### config.mk
export PLATFORM = sky130hd
export DESIGN_NAME = rf_write_arbiter_flat
export DESIGN_NICKNAME = d
export VERILOG_FILES = /design/src/rtl/cpu_pkg.sv /design/src/rtl/rf_write_arbiter_if.sv /design/src/rtl/rr_arb2.sv /design/src/rtl/rf_write_arbiter.sv /design/src/flat_wrapper.sv
export SDC_FILE = /design/constraint.sdc
export NUM_CORES = 1
export LEC_CHECK = 0
export CORE_MARGIN = 10
export CORE_UTILIZATION = 39
export DETAILED_ROUTE_END_ITERATION = 16
export GPL_TIMING_DRIVEN = 0
export PLACE_DENSITY = 0.78
export SLEW_MARGIN = 20
export SYNTH_ARGS = -nofsm -noshare
export SYNTH_HDL_FRONTEND = slang
export SYNTH_SLANG_ARGS = --single-unit
### constraint.sdc
create_clock -name clk -period 1.6 [get_ports clk]
set_input_delay 0.16 -clock clk [delete_from_list [all_inputs] [get_ports clk]]
set_output_delay 0.16 -clock clk [all_outputs]
set_load 0.02 [all_outputs]
### src/rtl/cpu_pkg.sv
// Shared widths, register count and the enums used by the register-file write arbiter.
package cpu_pkg;
    localparam int DATA_W_DEF = 8;
    localparam int ADDR_W_DEF = 2;
    localparam int NREG       = 1 << ADDR_W_DEF;

    typedef enum logic {
        REQ_ALU = 1'b0,
        REQ_LD  = 1'b1
    } req_id_e;

    typedef enum logic {
        PRI_ALU = 1'b0,
        PRI_LD  = 1'b1
    } pri_state_e;
endpackage

### src/rtl/rf_write_arbiter_if.sv
// Writeback request channels from ALU and load unit, plus the register-file write port.
interface rf_write_arbiter_if
    import cpu_pkg::*;
#(
    parameter int DATA_W = DATA_W_DEF,
    parameter int ADDR_W = ADDR_W_DEF
);
    logic                       hold;
    logic                       alu_valid;
    logic [ADDR_W-1:0]          alu_addr;
    logic [DATA_W-1:0]          alu_data;
    logic                       alu_ready;
    logic                       ld_valid;
    logic [ADDR_W-1:0]          ld_addr;
    logic [DATA_W-1:0]          ld_data;
    logic                       ld_ready;
    logic                       rf_we;
    logic [ADDR_W-1:0]          rf_wa;
    logic [DATA_W-1:0]          rf_wd;
    logic [(1<<ADDR_W)-1:0]     pend_mask;
    logic [7:0]                 conflict_cnt;

    modport master (
        output hold, alu_valid, alu_addr, alu_data, ld_valid, ld_addr, ld_data,
        input  alu_ready, ld_ready, rf_we, rf_wa, rf_wd, pend_mask, conflict_cnt
    );

    modport slave (
        input  hold, alu_valid, alu_addr, alu_data, ld_valid, ld_addr, ld_data,
        output alu_ready, ld_ready, rf_we, rf_wa, rf_wd, pend_mask, conflict_cnt
    );
endinterface

### src/rtl/rr_arb2.sv
// Two-way round-robin arbiter: ties go to the favoured side, and any grant hands
// the favour to the other requester.
module rr_arb2
    import cpu_pkg::*;
(
    input  logic       clk,
    input  logic       rst_n,
    input  logic [1:0] i_req,
    input  logic       i_hold,
    output logic [1:0] o_gnt,
    output pri_state_e o_state
);
    pri_state_e r_state;
    pri_state_e w_state_nxt;
    logic [1:0] w_gnt;

    always_ff @(posedge clk or negedge rst_n) begin
        if (!rst_n) r_state <= PRI_ALU;
        else        r_state <= w_state_nxt;
    end

    // Grants are combinational from the requests so a lone requester never waits.
    always_comb begin
        w_gnt       = 2'b00;
        w_state_nxt = r_state;
        if (rst_n && !i_hold) begin
            if (i_req == 2'b11) begin
                if (r_state == PRI_ALU) w_gnt[REQ_ALU] = 1'b1;
                else                    w_gnt[REQ_LD]  = 1'b1;
            end else begin
                w_gnt = i_req;
            end
        end
        if (w_gnt[REQ_ALU])     w_state_nxt = PRI_LD;
        else if (w_gnt[REQ_LD]) w_state_nxt = PRI_ALU;
    end

    assign o_gnt   = w_gnt;
    assign o_state = r_state;
endmodule

### src/rtl/rf_write_arbiter.sv
// Merges ALU and load writebacks into one register-file write port, one write per
// cycle, with a pending-write mask and a saturating lost-arbitration counter.
module rf_write_arbiter
    import cpu_pkg::*;
#(
    parameter int DATA_W = DATA_W_DEF,
    parameter int ADDR_W = ADDR_W_DEF
)(
    input  logic                clk,
    input  logic                rst_n,
    rf_write_arbiter_if.slave   bus
);
    localparam int NR = 1 << ADDR_W;

    logic [1:0]        w_req;
    logic [1:0]        w_gnt;
    pri_state_e        w_unused_state;
    logic              w_lost;
    logic [NR-1:0]     w_pend;

    logic              r_we;
    logic [ADDR_W-1:0] r_wa;
    logic [DATA_W-1:0] r_wd;
    logic [7:0]        r_cnt;

    assign w_req = {bus.ld_valid, bus.alu_valid};

    rr_arb2 u_arb (
        .clk     (clk),
        .rst_n   (rst_n),
        .i_req   (w_req),
        .i_hold  (bus.hold),
        .o_gnt   (w_gnt),
        .o_state (w_unused_state)
    );

    assign bus.alu_ready = w_gnt[REQ_ALU];
    assign bus.ld_ready  = w_gnt[REQ_LD];

    // Hold cycles are a pipeline freeze, not a lost arbitration.
    assign w_lost = !bus.hold &&
                    ((bus.alu_valid && !w_gnt[REQ_ALU]) || (bus.ld_valid && !w_gnt[REQ_LD]));

    always_ff @(posedge clk or negedge rst_n) begin
        if (!rst_n) begin
            r_we  <= 1'b0;
            r_wa  <= '0;
            r_wd  <= '0;
            r_cnt <= '0;
        end else begin
            r_we <= |w_gnt;
            if (w_gnt[REQ_LD]) begin
                r_wa <= bus.ld_addr;
                r_wd <= bus.ld_data;
            end else if (w_gnt[REQ_ALU]) begin
                r_wa <= bus.alu_addr;
                r_wd <= bus.alu_data;
            end
            if (w_lost && r_cnt != 8'hFF) r_cnt <= r_cnt + 8'd1;
        end
    end

    always_comb begin
        w_pend = '0;
        if (r_we) w_pend[r_wa] = 1'b1;
    end

    assign bus.rf_we        = r_we;
    assign bus.rf_wa        = r_wa;
    assign bus.rf_wd        = r_wd;
    assign bus.pend_mask    = w_pend;
    assign bus.conflict_cnt = r_cnt;
endmodule

### src/flat_wrapper.sv
// flat-port wrapper written by rule: the top's interface ports become plain ports
module rf_write_arbiter_flat import cpu_pkg::*;
#(
    parameter int DATA_W = DATA_W_DEF,
    parameter int ADDR_W = ADDR_W_DEF
)
  (clk, rst_n, bus_hold, bus_alu_valid, bus_alu_addr, bus_alu_data, bus_ld_valid, bus_ld_addr, bus_ld_data, bus_alu_ready, bus_ld_ready, bus_rf_we, bus_rf_wa, bus_rf_wd, bus_pend_mask, bus_conflict_cnt);
  rf_write_arbiter_if #(.DATA_W(DATA_W), .ADDR_W(ADDR_W)) bus_i ();
  input  logic clk;
  input  logic rst_n;
  input wire logic [$bits(bus_i.hold)-1:0] bus_hold;
  input wire logic [$bits(bus_i.alu_valid)-1:0] bus_alu_valid;
  input wire logic [$bits(bus_i.alu_addr)-1:0] bus_alu_addr;
  input wire logic [$bits(bus_i.alu_data)-1:0] bus_alu_data;
  input wire logic [$bits(bus_i.ld_valid)-1:0] bus_ld_valid;
  input wire logic [$bits(bus_i.ld_addr)-1:0] bus_ld_addr;
  input wire logic [$bits(bus_i.ld_data)-1:0] bus_ld_data;
  output wire logic [$bits(bus_i.alu_ready)-1:0] bus_alu_ready;
  output wire logic [$bits(bus_i.ld_ready)-1:0] bus_ld_ready;
  output wire logic [$bits(bus_i.rf_we)-1:0] bus_rf_we;
  output wire logic [$bits(bus_i.rf_wa)-1:0] bus_rf_wa;
  output wire logic [$bits(bus_i.rf_wd)-1:0] bus_rf_wd;
  output wire logic [$bits(bus_i.pend_mask)-1:0] bus_pend_mask;
  output wire logic [$bits(bus_i.conflict_cnt)-1:0] bus_conflict_cnt;
  assign bus_i.hold = bus_hold;
  assign bus_i.alu_valid = bus_alu_valid;
  assign bus_i.alu_addr = bus_alu_addr;
  assign bus_i.alu_data = bus_alu_data;
  assign bus_i.ld_valid = bus_ld_valid;
  assign bus_i.ld_addr = bus_ld_addr;
  assign bus_i.ld_data = bus_ld_data;
  assign bus_alu_ready = bus_i.alu_ready;
  assign bus_ld_ready = bus_i.ld_ready;
  assign bus_rf_we = bus_i.rf_we;
  assign bus_rf_wa = bus_i.rf_wa;
  assign bus_rf_wd = bus_i.rf_wd;
  assign bus_pend_mask = bus_i.pend_mask;
  assign bus_conflict_cnt = bus_i.conflict_cnt;
  rf_write_arbiter #(.DATA_W(DATA_W), .ADDR_W(ADDR_W)) u_core (.clk(clk), .rst_n(rst_n), .bus(bus_i));
endmodule
==> results of run 1 <==
==> cells in the mapped netlist <==
cell and instances:
sky130_fd_sc_hd__a211oi_2 1, sky130_fd_sc_hd__a21o_1 1, sky130_fd_sc_hd__a21oi_1 4, sky130_fd_sc_hd__a31oi_1 1, sky130_fd_sc_hd__and2_1 1, sky130_fd_sc_hd__and3_1 6
sky130_fd_sc_hd__and3b_1 1, sky130_fd_sc_hd__and4b_1 1, sky130_fd_sc_hd__buf_4 1, sky130_fd_sc_hd__clkbuf_1 2, sky130_fd_sc_hd__dfrtp_1 20, sky130_fd_sc_hd__ha_1 1
sky130_fd_sc_hd__inv_1 1, sky130_fd_sc_hd__mux2_2 4, sky130_fd_sc_hd__mux2i_1 10, sky130_fd_sc_hd__nand2_1 16, sky130_fd_sc_hd__nand2b_1 1, sky130_fd_sc_hd__nand3_1 6
sky130_fd_sc_hd__nand4_1 1, sky130_fd_sc_hd__nor2_1 1, sky130_fd_sc_hd__nor2b_1 1, sky130_fd_sc_hd__nor3b_1 1, sky130_fd_sc_hd__o21a_1 1, sky130_fd_sc_hd__o21ai_0 10
sky130_fd_sc_hd__o21ai_1 1, sky130_fd_sc_hd__o21bai_1 1, sky130_fd_sc_hd__or2b_1 1, sky130_fd_sc_hd__xnor2_1 1
==> cells by family (layout without fill, tap and decap cells) <==
kind of cell / Yosys count / count (layout) / share of synthesized area
and+or+nand+nor: 37 / 37 / 0.192
AOI/OAI and AO/OA: 20 / 20 / 0.117
DFF: 20 / 20 / 0.504
muxes: 14 / 14 / 0.146
buffers and inverters: 4 / 59 / 0.0189
adders and majority gates: 1 / 1 / 0.0126
xor gates and xnor gates: 1 / 1 / 0.00883
==> cell type report <==
class	instances	area (sq um)	share of cell area
Timing Repair Buffer	52	512	0.325
Inverter	1	3.75	0.00238
Multi-Input combinational cell	73	479	0.304
Sequential cell	20	500	0.317
Clock buffer	4	36.3	0.0230
Buffer	2	7.51	0.00476
Tap cell	30	37.5	0.0238
==> final timing paths <==
path	slack, ps	end
setup reg to reg	100	u_core.bus.conflict_cnt[1]
max in group asynchronous	540	u_core.bus.rf_wd[7]
setup / recovery	60	bus_rf_wa[1]
hold / removal	400	u_core.bus.conflict_cnt[3]
min in group asynchronous	520	u_core.bus.rf_wd[4]
hold reg to reg	500	u_core.bus.rf_wd[5]
==> registers in the layout (all words and copies together), names as in the netlist <==
register                 cells
u_core.bus.conflict_cnt      8
u_core.bus.rf_wd             8
u_core.bus.rf_wa             2
u_core.bus.rf_we             1
u_core.u_arb.o_state         1
==> worst min-delay path: stages <==
cell and delay [ps]:
sky130_fd_sc_hd__buf_4 100, sky130_fd_sc_hd__o21bai_1 140, sky130_fd_sc_hd__a211oi_2 120, sky130_fd_sc_hd__o21a_1 160
==> per-stage QoR <==
stage               power, W  area [sq um]  hold slack [ps]
global route         0.00192          1580              429
CTS                  0.00180          1570              397
finish               0.00179          1580              398
global placement     0.00148          1520              464
floorplan            0.00110           992             -136
detailed placement   0.00150          1520              472
==> per-layer routing <==
layer / vias to the layer above / GRT usage
li1: 455 / -
met1: 419 / 0.129
met2: 41 / 0.186
met3: 6 / 0.0508
met4: 0 / 0.0548
met5: - / 0
==> power by group <==
part	internal [W]	switching (W)
Sequential	0.000627	0.000121
Combinational	0.000392	0.000353
Clock	0.000139	0.000163
==> what timing repair did <==
item                                   in CTS  in global routing
resized for setup                          23                  4
endpoints found under the hold margin      20                  0
buffers inserted                            0                  2
setup endpoints to repair                  28                  5
hold buffers                                1                  0
==> results.json, run 1 <==
{
  "synth_fp_nets": 123,
  "initial_antenna_violation_count": 0,
  "wire_length_of_the_first_global_routing_pass_mm": 4.73,
  "cts_tree": "built",
  "ioPinCount": 50,
  "timing.fmax_mhz": 651,
  "insertedDiodeCount": 0,
  "postSynthCellCount": 97,
  "clock_path_buffers": 2,
  "place_hpwl_mm": 2.28,
  "route.detailed.wl_per_inst_um": 16.0,
  "layout_commonest_cell": "sky130_fd_sc_hd__clkdlybuf4s50_1",
  "clock_tree.root_cell": "sky130_fd_sc_hd__clkbuf_4",
  "vias_per_cell": 5.06,
  "area_of_the_placeable_core_sq_um": 2450,
  "worstSetupStartpoint": "u_core.bus.rf_wa[1]",
  "timing.critical_path.from_type": "register",
  "finClkSkew_ps": 2.40,
  "slew-limit-headroom": 0.411,
  "area_growth_syn_to_fin_pct": 58.9,
  "clock_transition_at_the_registers_of_the_reported_paths_ps": 120,
  "maxCapViolCount": 0,
  "maxUsedRoutingLayer": "met4",
  "met3_wirelength_um": 321,
  "r2r_start": "u_core.bus.conflict_cnt[0]",
  "reg2reg_depth": 5,
  "cp_slowest_cell": "sky130_fd_sc_hd__clkdlybuf4s50_1",
  "design.die.area_sq_um": 4960,
  "layout_worst_path_cycle_share": 0.961,
  "max_stage_delay_ps": 640,
  "synth.distinct_cells": 28,
  "clkSinkCount": 20,
  "worst_skew_pair.late_latency_ps": 310,
  "worstSetupEndpointType": "output pin",
  "overflow_left_after_global_routing": 0,
  "critPathMaxFanout": 6,
  "critPathRequiredTime_ps": 1440,
  "post-route-util": 0.642,
  "initial_core_util": 0.404,
  "syn_area_sq_um": 992,
  "timing.critical_path.max_delay_family": "buffers and inverters",
  "worstHoldStart": "rst_n",
  "die_x_um": 70.4,
  "netlist.area_leader.share": 0.504,
  "placed_cells_incl_taps": 176,
  "drt_first_pass_iters": 3,
  "yosys_warns": 0,
  "min_delay_path_depth": 4,
  "min_path_type": "primary input to register",
  "timing.final.crit_period_ps": 1540,
  "cp_data_arrival_time_ps": 1380,
  "drt-total-wl_mm": 2.91,
  "leakagePower_nw": 0.720,
  "htree_num_levels": 1,
  "drt-initial-drc-count": 13,
  "grt_max_degree": 21,
  "totalNegativeSetupSlack_ps": 0,
  "met2RoutedLength_mm": 1.31,
  "number_of_global_route_vias_before_repair": 993,
  "tightest_slew_ps": 881,
  "run_status": "finished, final reports clean",
  "layout_common_cells": "sky130_fd_sc_hd__clkdlybuf4s50_1 (38), sky130_fd_sc_hd__dfrtp_1 (20), sky130_fd_sc_hd__nand2_1 (16)",
  "preCtsSetupSlack_ps": -1240,
  "drt_drc_violations_left": 0,
  "timing.final.ws_setup_ps": 62.9,
  "timing.setup.critical_path_class": "register to output pin",
  "final_max_slew_viol_count": 0,
  "cts_made_buffers": 3,
  "instances_no_fill": 182,
  "layout_cell_share_with_drive_strength_beyond_1": 0.0987,
  "final_antenna_net_count": 0,
  "vdd_ir_drop_max_mv": 0.821,
  "fp-row-count": 18,
  "worstPathCellList": "clkdlybuf4s50_1",
  "synth_top_cells_by_area": "sky130_fd_sc_hd__dfrtp_1 (50%), sky130_fd_sc_hd__mux2i_1 (10%), sky130_fd_sc_hd__nand2_1 (6.1%), sky130_fd_sc_hd__o21ai_0 (5.0%), sky130_fd_sc_hd__mux2_2 (4.5%)",
  "rsz0062_at_grt": "yes",
  "setup-violations-final": 0,
  "port-buffer-count": 49,
  "cp_num_buf_inv": 1,
  "finalHoldViolations": 0,
  "synthDominantAreaCellType": "sky130_fd_sc_hd__dfrtp_1",
  "met1_length_mm": 1.22,
  "syn_avg_cell_area_sq_um": 10.2,
  "yosysSeqAreaShare": 0.504,
  "die_height_um": 70.4,
  "fill_cells": 212,
  "final_nets": 179,
  "vias": 921,
  "cp_num_cells": 1,
  "track_usage": 0.116,
  "power_density_over_the_cells_nw_per_um2": 1140,
  "synth-seq-cells": 20,
  "finalWeightedCongestion": 0.780
}
Power figures use the tool's default switching activity.
==> inputs of run 2 (changes only) <==
CORE_MARGIN = default   (was 10)
==> results.json, run 2 (same netlist as run 1, synthesis figures left out) <==
{
  "die_x_um": 52.4,
  "layout_cell_share_with_drive_strength_beyond_1": 0.139,
  "layout_worst_path_cycle_share": 0.963,
  "fill_cells": 197,
  "vias_per_cell": 5.05,
  "cts_tree": "built",
  "p_clk_frac": 0.210,
  "worst_skew_pair.late_latency_ps": 300,
  "placedInstanceArea_sq_um": 1520,
  "number_of_global_route_vias_before_repair": 890,
  "initial_core_util": 0.432,
  "area_of_the_placeable_core_sq_um": 2300,
  "min_path_type": "primary input to register",
  "timing.setup.critical_path_class": "primary input to output pin",
  "run_status": "finished, final reports clean",
  "regToRegEndpoint": "u_core.bus.conflict_cnt[1]",
  "clock_tree.root_cell": "sky130_fd_sc_hd__clkbuf_4",
  "final_design_area_no_fill_sq_um": 1640,
  "finalHoldViolations": 0,
  "clkSinkCount": 20,
  "worstSetupEndpointType": "output pin",
  "leakagePower_nw": 0.769,
  "tightest_slew_ps": 852,
  "setup-violations-final": 0,
  "post-route-util": 0.712,
  "timing.final.crit_period_ps": 1540,
  "final_nets": 185,
  "register_area_sq_um": 500,
  "die_height_um": 52.4,
  "cp_data_arrival_time_ps": 1380,
  "drt-total-wl_mm": 2.42,
  "maxCapViolCount": 0,
  "whs_ps": 397,
  "r2r_start": "u_core.bus.conflict_cnt[0]",
  "fp-row-count": 17,
  "power.switching_w": 0.000627,
  "critPathMaxFanout": 8,
  "insertedDiodeCount": 0,
  "layout_commonest_cell": "sky130_fd_sc_hd__clkdlybuf4s50_1",
  "combPwrFrac": 0.397,
  "vdd_ir_drop_max_mv": 1.17,
  "htree_num_levels": 1,
  "finalWeightedCongestion": 0.702,
  "slew-limit-headroom": 0.430,
  "cts_made_buffers": 3,
  "overflow_left_after_global_routing": 0,
  "layout_common_cells": "sky130_fd_sc_hd__clkdlybuf4s50_1 (39), sky130_fd_sc_hd__dfrtp_1 (20), sky130_fd_sc_hd__nand2_1 (15)",
  "finalPower_w": 0.00192,
  "preCtsSetupSlack_ps": -1170,
  "crit_end": "bus_ld_ready",
  "port-buffer-count": 49,
  "timing.fmax_mhz": 649,
  "track_usage": 0.184,
  "critPathRequiredTime_ps": 1440,
  "wire_length_of_the_first_global_routing_pass_mm": 3.79,
  "clock_path_buffers": 2,
  "worstSetupStartpoint": "bus_alu_valid",
  "final_max_slew_viol_count": 0,
  "drt-initial-drc-count": 9,
  "initial_antenna_violation_count": 0,
  "ioPinCount": 50,
  "drt_first_pass_iters": 4,
  "multi_input_gate_area_sq_um": 483,
  "drt_drc_violations_left": 0,
  "timing.final.ws_setup_ps": 59.4,
  "power_density_over_the_cells_nw_per_um2": 1170,
  "timing.reg2reg.setup_slack_ps": 80,
  "vias": 940,
  "rsz0062_at_grt": "yes",
  "area_growth_syn_to_fin_pct": 64.9,
  "design.die.area_sq_um": 2750,
  "grt_max_degree": 21,
  "route.detailed.wl_per_inst_um": 13.0,
  "sequential_power_share": 0.393,
  "place_hpwl_mm": 1.81,
  "reg2reg_depth": 5,
  "clock_transition_at_the_registers_of_the_reported_paths_ps": 120,
  "timing.critical_path.from_type": "primary input",
  "netSwitchingFraction": 0.327,
  "final_antenna_net_count": 0,
  "internal-power_w": 0.00129,
  "finClkSkew_ps": 16.4
}
[run 2: power groups by stage]
stage               clock [W]  sequential [W]  combinational, W
floorplan                   0        0.000886          0.000217
global placement            0        0.000752          0.000712
detailed placement          0        0.000761          0.000732
CTS                  0.000414        0.000751          0.000753
global route         0.000432        0.000772          0.000826
finish               0.000402        0.000753          0.000761
[run 2: repair_timing]
action | in CTS | in global routing
gates cloned | 0 | 0
resized for setup | 17 | 6
hold buffers | 1 | 0
pin swaps | 0 | 1
endpoints found under the setup margin | 27 | 4
hold endpoints to repair | 20 | 0
setup buffers | 1 | 6
[run 2: per-layer routing]
| metal | share of wire | GRT usage |
|---|---|---|
| met1 | 0.43 | 0.219 |
| met2 | 0.45 | 0.321 |
| met3 | 0.11 | 0.0609 |
| met4 | 0 | 0.0395 |
| met5 | 0 | 0 |
[run 2: how the worst min path moves through the flow]
stage	endpoint	start	depth (start not counted)	slack, ps
after floorplan	u_core.bus.conflict_cnt[0]	rst_n	0	-140
after global placement	u_core.bus.rf_wd[4]	u_core.bus.rf_wd[4]	2	460
after detailed placement	u_core.bus.rf_wd[4]	u_core.bus.rf_wd[4]	2	470
after CTS	u_core.bus.conflict_cnt[3]	rst_n	4	380
after global routing	u_core.bus.conflict_cnt[3]	rst_n	4	400
final	u_core.bus.conflict_cnt[3]	rst_n	4	400
[run 2: stage by stage]
step	std cells	setup TNS, ps
4_1_cts	180	0
6_report	186	0
3_3_place_gp	174	-17640
2_1_floorplan	97	0
3_5_place_dp	174	-17610
5_1_grt	186	-32.5
[run 2: worst max-delay path, stage by stage]
cell	delay [ps]
sky130_fd_sc_hd__clkdlybuf4s50_1	520
sky130_fd_sc_hd__or2b_1	240
sky130_fd_sc_hd__and3_4	170
sky130_fd_sc_hd__buf_6	130
sky130_fd_sc_hd__buf_2	150
[run 2: final cells by class]
cell class	count	share of cell area
timing repair buffer	57	0.332
clock buffer	3	0.0138
buffer	3	0.0115
inverter	1	0.00229
multi-input combinational	73	0.295
clock inverter	1	0.0183
tap	28	0.0214
sequential	20	0.306
